`src/rtl/eth_tx_multi_rate_limit_if.sv`:
```
// ----------------------------------------------------------------------------
// eth_tx_multi_rate_limit_if
// Per-channel stream signals watched by the TX rate limiter, one bit per
// channel (bit c = channel c).
//   valid     : source has a beat on channel c
//   ready     : sink accepts a beat on channel c
//   eop       : the beat on channel c is the last of its packet
//   tx_enable : limiter permission for the source to start a new packet
// Modports:
//   master : source/sink side (drives valid/ready/eop, sees tx_enable)
//   slave  : limiter side (observes valid/ready/eop, drives tx_enable)
// ----------------------------------------------------------------------------
interface eth_tx_multi_rate_limit_if #(
    parameter int NUM_CH = 4
);
    logic [NUM_CH-1:0] valid;
    logic [NUM_CH-1:0] ready;
    logic [NUM_CH-1:0] eop;
    logic [NUM_CH-1:0] tx_enable;

    modport master (output valid, output ready, output eop, input tx_enable);
    modport slave  (input valid, input ready, input eop, output tx_enable);
endinterface

```
`src/rtl/eth_tx_multi_rate_limit.sv`:
```
// ----------------------------------------------------------------------------
// eth_tx_multi_rate_limit
// Per-channel token-bucket TX rate limiter. Each started channel earns
// RATE_ADD credits per cycle and pays BEAT_COST per accepted beat. When a
// packet ends with the bucket going negative, the channel's tx_enable drops
// until the bucket has recovered to >= 0. Beats are only observed, never
// gated, so packets are never split.
// Ports:
//   i_clk, i_reset : clock and synchronous active-high reset
//   i_start        : per-channel start (level or pulse), latched until reset
//   stream         : valid/ready/eop in, tx_enable out (slave modport)
//   i_rate_add     : credits earned per cycle, channel c at [c*RATE_W +: RATE_W]
//   i_beat_cost    : credits spent per accepted beat, same packing
//   i_clr_stall    : per-channel pulse clearing the stall counter
//   o_credit       : registered signed bucket per channel (debug)
//   o_stall_cnt    : cycles spent with tx_enable low since the last clear
// ----------------------------------------------------------------------------
module eth_tx_multi_rate_limit #(
    parameter int NUM_CH    = 4,
    parameter int RATE_W    = 8,
    parameter int CREDIT_W  = 14,
    parameter int BURST_CAP = 256,
    parameter int STALL_W   = 32
) (
    input  logic                         i_clk,
    input  logic                         i_reset,
    input  logic [NUM_CH-1:0]            i_start,
    eth_tx_multi_rate_limit_if.slave     stream,
    input  logic [NUM_CH*RATE_W-1:0]     i_rate_add,
    input  logic [NUM_CH*RATE_W-1:0]     i_beat_cost,
    input  logic [NUM_CH-1:0]            i_clr_stall,
    output logic [NUM_CH*CREDIT_W-1:0]   o_credit,
    output logic [NUM_CH*STALL_W-1:0]    o_stall_cnt
);

    // Two guard bits cover bucket + add - cost before saturation.
    localparam int SUM_W = CREDIT_W + 2;
    localparam logic signed [SUM_W-1:0] CAP_HI = SUM_W'(BURST_CAP);
    // Most negative CREDIT_W value, sign-extended to SUM_W.
    localparam logic signed [SUM_W-1:0] CAP_LO =
        {{(SUM_W-CREDIT_W+1){1'b1}}, {(CREDIT_W-1){1'b0}}};

    typedef enum logic [1:0] {
        ST_IDLE = 2'd0,
        ST_RUN  = 2'd1,
        ST_HOLD = 2'd2
    } state_e;

    state_e                     state_q  [NUM_CH];
    state_e                     state_d  [NUM_CH];
    logic signed [CREDIT_W-1:0] bucket_q [NUM_CH];
    logic signed [CREDIT_W-1:0] bucket_d [NUM_CH];
    logic [STALL_W-1:0]         stall_q  [NUM_CH];
    logic [STALL_W-1:0]         stall_d  [NUM_CH];

    logic [NUM_CH-1:0] xfer;
    logic [NUM_CH-1:0] eop_xfer;

    assign xfer     = stream.valid & stream.ready;
    assign eop_xfer = xfer & stream.eop;

    function automatic logic signed [CREDIT_W-1:0] sat_bucket(
        input logic signed [SUM_W-1:0] s
    );
        logic signed [CREDIT_W-1:0] r;
        if (s > CAP_HI) begin
            r = CREDIT_W'(CAP_HI);
        end else if (s < CAP_LO) begin
            r = CREDIT_W'(CAP_LO);
        end else begin
            r = CREDIT_W'(s);
        end
        return r;
    endfunction

    // ------------------------------------------------------------------
    // Datapath next state: bucket and stall counter per channel.
    // ------------------------------------------------------------------
    always_comb begin
        // NOTE: every combinational output gets a default first, so no path
        // leaves it unassigned and no latch is inferred.
        for (int c = 0; c < NUM_CH; c++) begin
            logic signed [SUM_W-1:0] b_ext;
            logic signed [SUM_W-1:0] add_ext;
            logic signed [SUM_W-1:0] cost_ext;
            b_ext    = {{(SUM_W-CREDIT_W){bucket_q[c][CREDIT_W-1]}}, bucket_q[c]};
            add_ext  = '0;
            cost_ext = '0;
            // Credit accrues only once the channel has been started.
            if (state_q[c] != ST_IDLE) begin
                add_ext = $signed({{(SUM_W-RATE_W){1'b0}}, i_rate_add[c*RATE_W +: RATE_W]});
            end
            // Any accepted beat debits, including beats before start.
            if (xfer[c]) begin
                cost_ext = $signed({{(SUM_W-RATE_W){1'b0}}, i_beat_cost[c*RATE_W +: RATE_W]});
            end
            bucket_d[c] = sat_bucket(b_ext + add_ext - cost_ext);

            stall_d[c] = stall_q[c];
            if (i_clr_stall[c]) begin
                stall_d[c] = '0;
            end else if (state_q[c] == ST_HOLD && stall_q[c] != '1) begin
                stall_d[c] = stall_q[c] + 1'b1;
            end
        end
    end

    // ------------------------------------------------------------------
    // FSM next state. Decisions look at the post-update bucket so enable
    // follows the bucket with no extra idle cycle.
    // ------------------------------------------------------------------
    always_comb begin
        for (int c = 0; c < NUM_CH; c++) begin
            state_d[c] = state_q[c];
            unique case (state_q[c])
                ST_IDLE: if (i_start[c])                                  state_d[c] = ST_RUN;
                ST_RUN:  if (eop_xfer[c] && bucket_d[c][CREDIT_W-1])      state_d[c] = ST_HOLD;
                ST_HOLD: if (!bucket_d[c][CREDIT_W-1])                    state_d[c] = ST_RUN;
                default:                                                  state_d[c] = ST_IDLE;
            endcase
        end
    end

    // ------------------------------------------------------------------
    // State register.
    // ------------------------------------------------------------------
    // NOTE: sequential state uses non-blocking assignments so every register
    // samples the pre-edge values regardless of statement order.
    always_ff @(posedge i_clk) begin
        if (i_reset) begin
            for (int c = 0; c < NUM_CH; c++) begin
                state_q[c]  <= ST_IDLE;
                bucket_q[c] <= '0;
                stall_q[c]  <= '0;
            end
        end else begin
            for (int c = 0; c < NUM_CH; c++) begin
                state_q[c]  <= state_d[c];
                bucket_q[c] <= bucket_d[c];
                stall_q[c]  <= stall_d[c];
            end
        end
    end

    // ------------------------------------------------------------------
    // Outputs: Moore enable plus flattened debug buses.
    // ------------------------------------------------------------------
    always_comb begin
        stream.tx_enable = '1;
        o_credit         = '0;
        o_stall_cnt      = '0;
        for (int c = 0; c < NUM_CH; c++) begin
            stream.tx_enable[c]               = (state_q[c] != ST_HOLD);
            o_credit[c*CREDIT_W +: CREDIT_W]  = bucket_q[c];
            o_stall_cnt[c*STALL_W +: STALL_W] = stall_q[c];
        end
    end

endmodule

```
`src/flat_wrapper.sv`:
```
// flat-port wrapper written by rule: the top's interface ports become plain ports
module eth_tx_multi_rate_limit_flat 
#(
    parameter int NUM_CH    = 4,
    parameter int RATE_W    = 8,
    parameter int CREDIT_W  = 14,
    parameter int BURST_CAP = 256,
    parameter int STALL_W   = 32
)
  (i_clk, i_reset, i_start, i_rate_add, i_beat_cost, i_clr_stall, o_credit, o_stall_cnt, stream_valid, stream_ready, stream_eop, stream_tx_enable);
  eth_tx_multi_rate_limit_if #(.NUM_CH(NUM_CH)) stream_i ();
  input  logic i_clk;
  input  logic i_reset;
  input  logic [NUM_CH-1:0] i_start;
  input  logic [NUM_CH*RATE_W-1:0] i_rate_add;
  input  logic [NUM_CH*RATE_W-1:0] i_beat_cost;
  input  logic [NUM_CH-1:0] i_clr_stall;
  output logic [NUM_CH*CREDIT_W-1:0] o_credit;
  output logic [NUM_CH*STALL_W-1:0] o_stall_cnt;
  input wire logic [$bits(stream_i.valid)-1:0] stream_valid;
  input wire logic [$bits(stream_i.ready)-1:0] stream_ready;
  input wire logic [$bits(stream_i.eop)-1:0] stream_eop;
  output wire logic [$bits(stream_i.tx_enable)-1:0] stream_tx_enable;
  assign stream_i.valid = stream_valid;
  assign stream_i.ready = stream_ready;
  assign stream_i.eop = stream_eop;
  assign stream_tx_enable = stream_i.tx_enable;
  eth_tx_multi_rate_limit #(.NUM_CH(NUM_CH), .RATE_W(RATE_W), .CREDIT_W(CREDIT_W), .BURST_CAP(BURST_CAP), .STALL_W(STALL_W)) u_core (.i_clk(i_clk), .i_reset(i_reset), .i_start(i_start), .stream(stream_i), .i_rate_add(i_rate_add), .i_beat_cost(i_beat_cost), .i_clr_stall(i_clr_stall), .o_credit(o_credit), .o_stall_cnt(o_stall_cnt));
endmodule
```
`config.mk`:
```
export PLATFORM = sky130hd
export DESIGN_NAME = eth_tx_multi_rate_limit_flat
export DESIGN_NICKNAME = d
export VERILOG_FILES = /design/src/rtl/eth_tx_multi_rate_limit_if.sv /design/src/rtl/eth_tx_multi_rate_limit.sv /design/src/flat_wrapper.sv
export SDC_FILE = /design/constraint.sdc
export NUM_CORES = 1
export LEC_CHECK = 0
export BUFFER_PORTS_ARGS = -buffer_cell sky130_fd_sc_hd__buf_2
export CORE_AREA = 2 2 182 184
export CTS_CLUSTER_SIZE = 25
export DETAILED_ROUTE_END_ITERATION = 8
export DIE_AREA = 0 0 184 186
export GPL_TIMING_DRIVEN = 0
export SLEW_MARGIN = 20
export SYNTH_ARGS = -nofsm -noshare
export SYNTH_HDL_FRONTEND = slang
export SYNTH_SLANG_ARGS = --single-unit
```
`constraint.sdc`:
```
create_clock -name i_clk -period 5.4 [get_ports i_clk]
set_input_delay 1.08 -clock i_clk [delete_from_list [all_inputs] [get_ports i_clk]]
set_output_delay 1.08 -clock i_clk [all_outputs]
set_load 0.01 [all_outputs]
```
## Word level (Yosys, flattened, before mapping)

Memories as Yosys holds them, arrays and structs flattened.
Cells that the tools add are included.

- Word-level logic and storage cells: 124
- RAM bits: 192
- Bits of input ports: 86
- Memories kept: 3
- Output and inout bits: 188
- Flip-flop bits (word level): 0

- Reductions and logical operators: 16
- Add/subtract/negate cells: 12
- Equality and inequality tests: 16
- $lt $le $gt $ge: 8
- Bitwise gates (word level): 14
- Mux-type cells: 55

Memory list:

| memory | words | width | read ports | clocked after memory_dff | write ports | line | RTL |
|---|---|---|---|---|---|---|---|
| u_core.stall_q | 4 | 32 | 4 | 0 | 4 | eth_tx_multi_rate_limit.sv:53 | `logic [STALL_W-1:0] stall_q [NUM_CH];` |
| u_core.bucket_q | 4 | 14 | 4 | 0 | 4 | eth_tx_multi_rate_limit.sv:51 | `logic signed [CREDIT_W-1:0] bucket_q [NUM_CH];` |
| u_core.state_q | 4 | 2 | 4 | 0 | 4 | eth_tx_multi_rate_limit.sv:49 | `state_e state_q [NUM_CH];` |

Operators with widths:

| kind | count |
|---|---|
| $mux 32 | 12 |
| $mux 14 | 12 |
| $add 32x1->32 const B | 4 |
| $ne 32x32->1 const B | 4 |
| $gt 16x10->1 const B | 4 |
| $lt 16x14->1 const B | 4 |
| $mux 8 | 8 |
| $sub 16x9->16 | 4 |
| $add 14x9->15 | 4 |
| $mux 2 | 16 |
| $pmux 2 s3 | 4 |
| $or 1x1->1 | 12 |
| $and 4x4->4 | 2 |
| $eq 2x1->1 const B | 4 |
| $eq 2x2->1 const B | 4 |
| $logic_and 1x1->1 | 8 |
| $logic_not 2->1 | 4 |
| $ne 2x2->1 const B | 4 |
| $reduce_bool 2->1 | 4 |
| $mux 1 | 3 |

## Longest topological paths before layout

An unclocked memory read counts as a cell.

- Word-level depth: 12
- Depth in mapped cells: 20
- Gate-level depth less buffers: 20

## Worst setup path after synthesis

Ideal clock, no wire load.

- Kind: input -> register
- From: input port i_rate_add[8]
- To: memory u_core.bucket_q[1][0]
- Arrival: 4.790 ns
- Stages: 17
- Data required time: 5.332 ns
- Path slack: 0.542 ns
- Cells stage by stage: nor2b_1 ha_1 inv_1 fa_1 nand2b_2 a21oi_2 nor2_1 ha_1 o21a_1 o21ai_0 or2b_2 o41a_2 a221o_1 or4_4 o31ai_4 a41oi_4 nor2_2

RTL lines:

| what | line | RTL |
|---|---|---|
| start: declaration | flat_wrapper.sv:15 | `input logic [NUM_CH*RATE_W-1:0] i_rate_add;` |
| end: declaration | eth_tx_multi_rate_limit.sv:51 |  |

==> Flow_metrics.wiki <==
{| class="wikitable"
! Metric !! Value
|-
| Maximum net fanout on the critical path || 9
|-
| Area growth from synthesis to layout || 19.89%
|-
| Worst-case headroom to the max-slew limit || 31.67%
|-
| Reg-to-reg critical path startpoint || u_core.state_q[0][2]
|-
| Reg-to-reg slack, setup || 0.37 ns
|-
| Hold violation total from the final report || 0
|-
| Net switching fraction of the power || a little over two fifths
|-
| Seq pwr share || 27.4%
|-
| Cell taking the most area after synthesis || dfxtp_1
|-
| Die ar. || 0.03422 mm^2
|-
| Estimated wirelength of the detail-placed design || 27,390 um
|-
| Arrival time at the worst endpoint || 5.40 ns
|-
| Number of top-level pins || 274
|-
| Height of the die || 186 um
|-
| Post-synthesis cell count || 1,549
|-
| Clock root buffer || clkbuf_16
|-
| Total of warnings raised by yosys || 0
|-
| Post-synth net total || 1,711
|-
| Terminating pin of the worst hold path || u_core.stall_q[0][21]
|-
| Routed length per placed instance || 15.34 um
|-
| Static leakage || 6.221 nW
|-
| Worst hold slack across all endpoints || approximately 0.50 ns
|-
| DRC violation total after the first TritonRoute iteration || 580
|-
| Worst slew pin tran || 1.012 ns
|-
| Setup-violating endpoint count in the final report || 0
|-
| Power per unit of standard cell area || about 420 mW/mm^2
|-
| Die Width || between 150 and 200 um
|-
| Worst setup slack after placement || -0.09469 ns
|-
| Overall routed net length || 34,740 um
|-
| Largest net degree at the start of global routing || 20
|-
| ANT nets after route || 0
|-
| Cell depth of the worst flop-to-flop path || 17
|-
| Share of the synthesized area in the top cell type || ~31%
|-
| Fill cell count || 3,246
|-
| RSZ-0062 raised after global routing || false
|-
| Net count, final || between 2,000 and 2,500
|-
| Area of the mapped netlist || 0.01246 mm^2
|-
| Clk_lat worst skew || 0.46 ns
|-
| Most used standard cell by instance count after synthesis || nor2_1
|-
| Worst setup SP type || input port
|-
| Number of I/O port buffers || 273
|-
| Number of max-cap violations || 0
|-
| Class of the tightest hold or removal check || register to register
|-
| Fin worst setup slack || 0.3318 ns
|-
| CTS Buffer Depth || 2
|-
| Starting density of the core || 38.70%
|-
| Largest voltage drop on the vdd net || 254.7 uV
|-
| Number of antenna violations at the first check in global routing || 4
|-
| Final cell count without fillers || 2,265
|-
| Buffers inserted during post-CTS setup optimization || 0
|-
| Main area contributors after synthesis || dfxtp_1, ha_1, nor2_1, xor2_1, xnor2_1
|-
| Post-detailed-route via-to-cell ratio || 5.256
|-
| Sequential cell area fraction in the yosys report || 30.84%
|-
| Clock network fraction of design power || a little over a fifth
|-
| Vias after detailed routing || about 12,000
|-
| Top cells by instance count after synthesis || nor2_1, dfxtp_1, nand2_1
|-
| Outcome || complete, no violations
|-
| Fraction of the cycle the final worst path needs || 93.86%
|-
| Worst hold path stage count || 2
|-
| Maximum frequency from static timing analysis || 197.3 MHz
|-
| Initial DRT Pass Iterations || 5
|-
| Required time at the worst-slack endpoint || roughly 5.7 ns
|-
| All-Layer GR Usage || 19.96%
|-
| Crit. End Element || register
|-
| Number of synthesized flops with an enable pin || 0
|-
| Post-route core utilization || 46.39%
|-
| Clock sink count || 192
|-
| Switching component of the power || between 0.002 and 0.003 W
|-
| Average instance area after synthesis || about 8.0 um^2
|-
| Wire length of the first global-routing pass || 55,180 um
|-
| Final setup skew || around 0.015 ns
|-
| Number of max-slew violations in the final report || 0
|-
| Number of global-route vias before repair || about 11,000
|-
| Fraction of registers with async set or reset after synthesis || 0%
|-
| Clock-pin slew on the worst setup and hold paths || 0.07 ns
|-
| Total global routing overflow || 0
|-
| Fraction of layout instances using a drive strength above 1 || 19.47%
|-
| Internal || 0.003574 W
|-
| Final GP Congestion || 0.8633
|-
| Start point of the worst min-delay path || u_core.stall_q[0][21]
|-
| Flip-flop and latch count after synthesis || 192
|-
| Shortest period the worst path allows || 5.068 ns
|-
| Post-detailed-route DRC marker count || 0
|-
| Capturing point of the worst reg2reg path || u_core.bucket_q[1][0]
|-
| # placed instances || 2,230
|-
| Number of H-tree levels || 4
|-
| Power share of the combinational group || 51.8%
|-
| Cell row count || 66
|-
| CTS buffer count || 17
|-
| Clock tree from TritonCTS || yes
|-
| Worst Path Class, Setup || input port to register
|-
| Number of distinct library cell variants in the gate-level netlist after synthesis || 96
|-
| Dominant synthesized flop cell || dfxtp_1
|-
| Core footprint || about 0.032 mm^2
|}
## worst max-delay path, stage by stage
cell	delay (ns)
buf_2	0.07
nor2b_1	0.12
ha_1	0.20
inv_1	0.06
fa_1	0.38
nand2b_2	0.21
a21oi_2	0.29
nor2_1	0.10
ha_1	0.37
nand3_1	0.11
o211ai_1	0.12
o41ai_1	0.84
or3b_2	0.50
a32oi_1	0.22
nor2_1	0.13
a41oi_4	0.52
nor2_2	0.05
## worst max-delay path by stage
stage / from / endpoint / cells after the start
6_report: i_rate_add[8] / u_core.bucket_q[1][0] / 17
3_3_place_gp: i_rate_add[8] / u_core.bucket_q[1][2] / 17
3_5_place_dp: i_rate_add[8] / u_core.bucket_q[1][0] / 17
4_1_cts: i_rate_add[8] / u_core.bucket_q[1][0] / 17
2_1_floorplan: i_rate_add[8] / u_core.bucket_q[1][0] / 17
5_1_grt: u_core.state_q[0][7] / u_core.bucket_q[3][1] / 17
## state kept, by name, indices dropped and copies added, names as in the netlist
register / cells
u_core.state_q: 8
u_core.stall_q: 128
u_core.bucket_q: 56
## what timing repair did
item	4_1_cts	5_1_grt
hold buffers	0	0
setup endpoints to repair	0	3
resized for setup	0	1
## cells in the final DEF (no fill, tap or decap), drive strengths merged, types with 7 or more instances in the layout
cell type	count
and2	17
nor3b	8
dfxtp	192
or2	15
nand2b	15
o211ai	11
o21a	24
a21oi	74
or3	26
o21ai	74
inv	57
nor4	20
nor3	45
and4	15
xnor2	88
buf	275
and3	27
o211a	7
nor2	236
nand3	59
nor4b	7
xor2	94
a21o	13
fa	8
a21boi	7
ha	68
a211oi	13
nand2	122
nand4	34
nor2b	44
o31a	7
o21bai	9
clkbuf	55
## area by class of cell
cell class                      instances  area, um^2  share of cell area, %
Tap cell                              408       510.5                  3.417
Clock inverter                         15       165.2                  1.105
Clock buffer                           17       425.4                  2.847
Timing Repair Buffer                  273        1366                  9.144
Antenna cell                            3       7.507                0.05024
Sequential cell                       192        3844                  25.72
Inverter                               49       183.9                  1.231
Buffer                                 40       170.2                  1.139
Multi-Input combinational cell       1268        8269                  55.34
## per-stage QoR
| step | TNS [ns] | total power, W | instance area [um^2] |
|---|---|---|---|
| 2_1_floorplan | 0 | 0.004175 | 12460 |
| 3_3_place_gp | -0.4829 | 0.004888 | 14340 |
| 3_5_place_dp | -0.7276 | 0.004932 | 14340 |
| 4_1_cts | 0 | 0.006269 | 14930 |
| 5_1_grt | 0 | 0.006708 | 14940 |
| 6_report | 0 | 0.006246 | 14940 |
## per-layer routing
metal  wire [um]  GRT usage [%]
met1       15920          25.79
met2       15800          32.69
met3        2260          4.872
met4         738          6.496
met5          16              0
## cells by family after synthesis
kind of cell,count (synthesis),share of synthesized area [%]
muxes,7,0.5823
DFF,192,30.84
adders and majority gates,76,8.112
AOI/OAI and AO/OA,295,16.20
buffers and inverters,89,2.841
xor gates and xnor gates,182,12.79
and+or+nand+nor,708,28.63
## power by group through the flow
stage	Clock, W	Sequential, W	Combinational, W
detailed placement	0	0.00174	0.00319
global route	0.00139	0.00173	0.00358
floorplan	0	0.00177	0.00241
CTS	0.00135	0.00171	0.00321
global placement	0	0.00174	0.00314
finish	0.00130	0.00171	0.00323
No activity file was read; power rests on OpenSTA's default activity.
